`config.mk`:
```
export PLATFORM = sky130hd
export DESIGN_NAME = dd_arbiter
export DESIGN_NICKNAME = d
export VERILOG_FILES = /design/src/rtl/dd_arbiter.sv
export SDC_FILE = /design/constraint.sdc
export NUM_CORES = 1
export LEC_CHECK = 0
export BUFFER_PORTS_ARGS = -buffer_cell sky130_fd_sc_hd__buf_2
export CORE_AREA = 8 8 122 124
export CTS_BUF_LIST = sky130_fd_sc_hd__clkbuf_4 sky130_fd_sc_hd__clkbuf_8
export DETAILED_ROUTE_END_ITERATION = 10
export DIE_AREA = 0 0 130 132
export GPL_ROUTABILITY_DRIVEN = 1
export PLACE_DENSITY_LB_ADDON = 0.15
export SLEW_MARGIN = 20
export SYNTH_ARGS = -nofsm -noshare
export SYNTH_HDL_FRONTEND = slang
export SYNTH_SLANG_ARGS = --single-unit
```
`constraint.sdc`:
```
create_clock -name clk -period 5.21 [get_ports clk]
set_input_delay 0.521 -clock clk [delete_from_list [all_inputs] [get_ports clk]]
set_output_delay 0.521 -clock clk [all_outputs]
set_load 0.02 [all_outputs]
```
`src/rtl/dd_arbiter.sv`:
```
// Round-robin arbiter that shares one DoubleDabble binary-to-BCD converter among
// NREQ requesters, with a busy-cycle timeout that aborts a stuck conversion.
module dd_arbiter #(
   parameter int N       = 32,
   parameter int NREQ    = 4,
   parameter int DIGITS  = (N + 2) / 3,
   parameter int TIMEOUT = 4 * N
) (
   input  logic                      clk,
   input  logic                      rst_n,
   input  logic [NREQ-1:0]           req_i,
   input  logic [NREQ-1:0][N-1:0]    req_v_i,
   output logic [NREQ-1:0]           ack_o,
   output logic [NREQ-1:0]           err_o,
   output logic [4*DIGITS-1:0]       result_o,
   output logic                      busy_o,
   output logic                      dd_start_o,
   output logic [N-1:0]              dd_v_o,
   input  logic [4*DIGITS-1:0]       dd_bcd_i,
   input  logic                      dd_ready_i
);

   localparam int IW = (NREQ > 1) ? $clog2(NREQ) : 1;
   localparam int CW = $clog2(TIMEOUT + 1);

   typedef enum logic [1:0] {
      S_IDLE,
      S_LAUNCH,
      S_WAIT,
      S_DELIVER
   } state_e;

   state_e              state_q, state_d;
   logic [IW-1:0]       winner_q, winner_d;
   logic [IW-1:0]       last_q, last_d;
   logic [N-1:0]        dd_v_q, dd_v_d;
   logic [4*DIGITS-1:0] result_q, result_d;
   logic [CW-1:0]       cnt_q, cnt_d;
   logic                seen_q, seen_d;

   logic                rr_found;
   logic [IW-1:0]       rr_pick;
   logic [IW-1:0]       rr_cand;

   // Search starts one past the last granted index and wraps modulo NREQ.
   always_comb begin
      rr_found = 1'b0;
      rr_pick  = '0;
      rr_cand  = '0;
      for (int k = 0; k < NREQ; k++) begin
         rr_cand = IW'((int'(last_q) + 1 + k) % NREQ);
         if (!rr_found && req_i[rr_cand]) begin
            rr_found = 1'b1;
            rr_pick  = rr_cand;
         end
      end
   end

   always_comb begin
      // NOTE: every signal written here gets a default first, so no path can infer a latch.
      state_d  = state_q;
      winner_d = winner_q;
      last_d   = last_q;
      dd_v_d   = dd_v_q;
      result_d = result_q;
      cnt_d    = cnt_q;
      seen_d   = seen_q;
      ack_o    = '0;
      err_o    = '0;

      case (state_q)
         S_IDLE: begin
            if (rr_found && dd_ready_i) begin
               winner_d = rr_pick;
               dd_v_d   = req_v_i[rr_pick];
               state_d  = S_LAUNCH;
            end
         end
         S_LAUNCH: begin
            seen_d  = 1'b0;
            cnt_d   = '0;
            state_d = S_WAIT;
         end
         S_WAIT: begin
            // Ready only counts as completion once the converter has been seen busy.
            seen_d = seen_q | ~dd_ready_i;
            if (dd_ready_i && seen_q) begin
               result_d = dd_bcd_i;
               state_d  = S_DELIVER;
            end else if (cnt_q == CW'(TIMEOUT - 1)) begin
               err_o[winner_q] = 1'b1;
               last_d          = winner_q;
               state_d         = S_IDLE;
            end else begin
               cnt_d = cnt_q + 1'b1;
            end
         end
         S_DELIVER: begin
            ack_o[winner_q] = req_i[winner_q];
            last_d          = winner_q;
            state_d         = S_IDLE;
         end
         default: state_d = S_IDLE;
      endcase
   end

   // NOTE: state registers use non-blocking assignments so every flop samples pre-edge values.
   always_ff @(posedge clk or negedge rst_n) begin
      if (!rst_n) begin
         state_q  <= S_IDLE;
         winner_q <= '0;
         last_q   <= IW'(NREQ - 1);
         dd_v_q   <= '0;
         result_q <= '0;
         cnt_q    <= '0;
         seen_q   <= 1'b0;
      end else begin
         state_q  <= state_d;
         winner_q <= winner_d;
         last_q   <= last_d;
         dd_v_q   <= dd_v_d;
         result_q <= result_d;
         cnt_q    <= cnt_d;
         seen_q   <= seen_d;
      end
   end

   assign busy_o     = (state_q != S_IDLE);
   assign dd_start_o = (state_q == S_LAUNCH);
   assign dd_v_o     = dd_v_q;
   assign result_o   = result_q;

endmodule

```
# Yosys cells after proc, flatten, opt, wreduce, memory -nomap -nowiden
# Cells that the tools add are included.
[totals]
register_bits = 91
input_bits = 179
out_inout_bits = 86
elab_cells = 86
[op_classes]
add_sub_neg = 5
order_cmp = 7
eq_ne = 9
mux = 37
bitwise = 3
reduce_logical = 18
[op_table]
columns = ["operator", "count"]
rows = [
  ["binary-select mux 32 bit (select 2 bit)", 1],
  ["2-to-1 mux 32 bit", 1],
  ["< comparator 2 x 3 -> 1 bit (second input constant)", 6],
  ["2-to-1 mux 2 bit", 9],
  ["2-to-1 mux 4 bit", 4],
  ["2-to-1 mux 8 bit", 2],
  ["case mux 8 bit (2 select lines)", 1],
  ["binary-select mux 1 bit (select 2 bit)", 5],
  ["2-to-1 mux 1 bit", 10],
  ["adder 8 x 1 -> 8 bit (second input constant)", 1],
  ["== test 8 x 7 -> 1 bit (second input constant)", 1],
  ["!= test 2 bit (second input constant)", 4],
  ["case mux 2 bit (4 select lines)", 1],
  ["adder 2 bit (second input constant)", 3],
  ["logical AND 1 bit", 6],
  ["AND reduction 2 bit", 3],
  ["AND reduction 3 bit", 2],
  ["nonzero test 2 bit", 3],
  ["bitwise AND 4 bit", 1],
  ["== test 2 bit (second input constant)", 2],
  ["case mux 2 bit (2 select lines)", 1],
  ["logical NOT 1 bit", 3],
  ["!= test 3 bit (second input constant)", 1],
  ["adder 2 x 1 -> 2 bit (second input constant)", 1],
  ["other kinds (7)", 7],
]

# Longest topological paths before layout
[logic_depth]
ltp_word = 16
mapped_depth = 8
mapped_depth_nobuf = 6

# Worst setup path after synthesis
# OpenSTA, ideal clock, no wires.
[synth_path]
kind = "register to output"
startpoint = "register cnt_q[0]"
endpoint = "output err_o[2]"
arrival_ps = 1497
t_required_ps = 4689
path_slack_ps = 3192
stages_incl_launch_ff = 6
n_path_buf = 0
path_cell_list = "dfrtp_1 -> ha_1 -> nand2_1 -> nor3_1 -> nand3_1 -> nor3b_1"
[synth_between]
elab_chain_len = 4
[synth_lines]
columns = ["element", "line_no", "text"]
rows = [
  ["start: declaration", "38", "logic [CW-1:0] cnt_q, cnt_d;"],
  ["start signal: assignment", "123", "cnt_q <= cnt_d;"],
  ["== test 8 x 7 -> 1 bit", "90", "end else if (cnt_q == CW'(TIMEOUT - 1)) begin"],
  ["2-to-1 mux 4 bit", "90", ""],
  ["2-to-1 mux 4 bit", "87", "if (dd_ready_i && seen_q) begin"],
  ["2-to-1 mux 4 bit", "71", "case (state_q)"],
  ["end: declaration", "14", "output logic [NREQ-1:0] err_o,"],
]
# No other way between the ends.

# Worst setup path after layout
[layout_path]
startpoint = "register last_q[1]"
endpoint = "register dd_v_q[23], in the netlist dd_v_o[23]"
[layout_between]
elab_chain_len = 15
word_cells_on_any_way = 30
cone_classes = "add/sub: 4; mux: 18; reduce/logical: 8"
[layout_lines]
columns = ["element", "line_no", "text"]
rows = [
  ["start: declaration", "35", "logic [IW-1:0] last_q, last_d;"],
  ["start signal: assignment", "112", "last_q <= IW'(NREQ - 1);"],
  ["start signal: assignment", "120", "last_q <= last_d;"],
  ["adder 2 x 1 -> 2 bit (*)", "51", "rr_cand = IW'((int'(last_q) + 1 + k) % NREQ);"],
  ["branches (longest 14 deep; another with adder 2 bit)", "--", ""],
  ["end signal: assignment", "121", "dd_v_q <= dd_v_d;"],
  ["end: declaration", "36", "logic [N-1:0] dd_v_q, dd_v_d;"],
]
# Mark *: on every way between the ends. The select of a mux whose other input is x is not followed.
# A chain may end at the register's enable or synchronous reset.

==> impl_results.md <==
- Outcome: finished, final reports clean
- Final ANT Viol Nets: 0
- Clk Latency, worst-skew pair: 0.37 ns
- Place WS: 2.09 ns
- Final hold vios: 0
- DRC errors left: 0
- Layout Nets: 878
- Die width: 130 um
- CP max FO: 65
- Synthesized Nets: 631
- Vias in the first global route: 4957
- Met1 Usage GRT: 20.9%
- Fmax: 0.353 GHz
- Area contributors post-synth: dfrtp_1, mux2_2, o211ai_2
- Main flop type after synthesis: dfrtp_1
- R2R Setup Slk: 2.38 ns
- Final setup viols: 0
- Final GP Congestion: 0.833
- Area fraction of the dominant cell type after synthesis: 44.2%
- Signal arrival time at the worst endpoint: 3.05 ns
- Post_cts resized: 0
- Max-cap viol count: 0
- Skew final: 0.00987 ns
- Sequential cell area fraction in the yosys report: 45.2%
- Clock buffer depth: 2
- Clock group share of total power: 13.8%
- ANT cells: 0
- Cell area after synthesis: 5040 sq um
- Area delta synth->final: 31.4%
- Synthesized flop and latch total: 91
- R2r startpoint: last_q[1]$_DFFE_PN1P_
- Sink Count: 91
- Slew margin rel.: 33.8%
- CTS tree: done
- Unrepaired setup endpoints after global routing: no
- 1st-iter DRT viols: 223
- Antenna violations before repair: 0
- Reg2reg end: dd_v_o[23]$_DFFE_PN0P_
- DP Area: 6420 sq um
- CTS buffer count: 9
- Setup crit start kind: flip-flop
- Die Ht: 132 um
- Switch Pwr: 1.57 mW
- Leak pwr: 3.26 nW
- Syn. warnings: 0
- # IOs: 265
- Internal: 2.01 mW
- Crit path capture: dd_v_o[23]$_DFFE_PN0P_
- VDD IR max: 0.258 mV
- Top-count cell post-synth: dfrtp_1
- Vias per cell: 5.09
- Final setup margin: 2.38 ns
- Worst setup path startpoint: last_q[1]$_DFFE_PN1P_
- Post-synth EDFFs: 0
- Clock-pin slew on the worst setup and hold paths: 0.09 ns
- R2R cell count: 5
- GR peak layer: met2
- Postcts setup bufs: 0
- Flop pwr share: 34.6%
- Overall routing resource usage: 18.4%
- Dpl hpwl: 12100 um
- Min Hold Slack: 0.0831 ns
- Top post-synthesis cells by count: dfrtp_1, nand3_1, mux2_2, nand2_1, mux2i_1
- Synthesized area per cell: 11.3 sq um
- Cell taking the most area after synthesis: dfrtp_1
- 1st-pass router iterations: 4
- Final Slew Violations: 0
- Die Area: 17200 sq um
- PwrDens: 540 nW/um^2
- Total core area: 13000 sq um
- Starting Density: 38.8%
- Hold Crit Class: input pin to asynchronous set/reset pin
- Tcrit/Tclk final: 54.4%
- Final WL: 15900 um
- Final instance area: 6630 sq um
- Cells after Synth: 447
- First-pass GRT wire length: 25000 um
- Layout cells sized above 1: 56.7%
- Worst Tran Pin Value: 0.993 ns
- Total power: 3.58 mW
- Ys async rst share: 100%
- GR met2 Demand/Resource: 30.1%
- Pin count of the biggest net entering global routing: 66
- Comb pwr share: 51.7%
- H-tree levels: 3
- CTS Root Cell: clkbuf_8
- Core Rows: 42
- Met3 Use GR: 7.56%
- DR WL/cell: 18.1 um
- # hold bufs at CTS: 0
- Worst Setup End Kind: flip-flop
- Tmin final: 2.83 ns
- Req. time, crit path: 5.43 ns
- TNS Setup: 0 ns
- Vias post-DR: 4454
- Netlist cell types: 38
- Critical path class: flip-flop to flip-flop
- Port Buffers: 264
- Switching part of the total: 43.9%
- Overflow after GRT: 0
-- power by group through the flow --
stage | Combinational, mW | Sequential (mW) | Clock (mW)
2_1_floorplan | 0.980 | 1.56 | 0
3_3_place_gp | 1.85 | 1.23 | 0
3_5_place_dp | 1.88 | 1.25 | 0
4_1_cts | 1.88 | 1.24 | 0.515
5_1_grt | 2.01 | 1.28 | 0.544
6_report | 1.85 | 1.24 | 0.492
-- routing by layer --
| metal | wire, um | up-vias |
|---|---|---|
| li1 | - | 2113 |
| met4 | 283 | 0 |
| met2 | 7450 | 204 |
| met3 | 1970 | 20 |
| met5 | 0 | - |
| met1 | 6160 | 2117 |
-- registers in the layout, summed over array words and instances (netlist names) --
name      count
cnt_q         8
dd_v_o       32
last_q        2
result_o     44
seen_q        1
state_q       2
winner_q      2
-- cells by family after synthesis --
family / Yosys count / synth area share (%)
flip-flops: 91 / 45.2
AND/OR/NAND/NOR: 148 / 14.0
multiplexers: 110 / 23.8
XOR/XNOR: 4 / 0.695
buffers and inverters: 39 / 4.96
AO/OA/AOI/OAI: 50 / 10.1
adder cells (fa/ha/maj): 5 / 1.24
-- per-stage QoR --
| step | cells | util [%] |
|---|---|---|
| 2_1_floorplan | 447 | - |
| 3_3_place_gp | 859 | 49.5 |
| 3_5_place_dp | 859 | 49.5 |
| 4_1_cts | 875 | 51.0 |
| 5_1_grt | 875 | 51.1 |
| 6_report | 875 | 51.1 |
-- worst min path at each step --
stage,depth (start not counted),to,startpoint,slack (ns)
global placement,2,dd_v_o[3]$_DFFE_PN0P_,dd_v_o[3]$_DFFE_PN0P_,0.47
detailed placement,2,dd_v_o[14]$_DFFE_PN0P_,dd_v_o[14]$_DFFE_PN0P_,0.48
finish,1,dd_v_o[2]$_DFFE_PN0P_,rst_n,0.08
floorplan,0,cnt_q[0]$_DFFE_PN0P_,rst_n,0.23
global route,1,dd_v_o[0]$_DFFE_PN0P_,rst_n,0.10
CTS,1,dd_v_o[2]$_DFFE_PN0P_,rst_n,0.09
-- worst max-delay path, stage by stage (launching register included) --
cell,delay [ns]
dfstp_2,0.41
nor3b_1,0.43
a311o_2,0.19
buf_4,0.52
or3_2,0.88
o211ai_1,0.20
-- final cells by class --
cell class	instances	area, sq um
Fill cell	1230	6350
Multi-Input combinational cell	317	2540
Sequential cell	91	2280
Timing Repair Buffer	270	1370
Tap cell	176	220
Clock buffer	10	131
Clock inverter	6	66.3
Inverter	5	18.8
-- cells in the final DEF, fill, tap and decap left out, drive strengths merged, types with 4 or more instances in the layout --
| cell | count |
|---|---|
| mux2i | 32 |
| o211ai | 32 |
| inv | 6 |
| clkbuf | 10 |
| mux2 | 78 |
| o21ai | 4 |
| nor2 | 8 |
| dfrtp | 89 |
| nor3 | 6 |
| buf | 270 |
| a21oi | 6 |
| ha | 5 |
| nand2 | 47 |
| nand3 | 72 |
(Power assumes the default switching activity.)
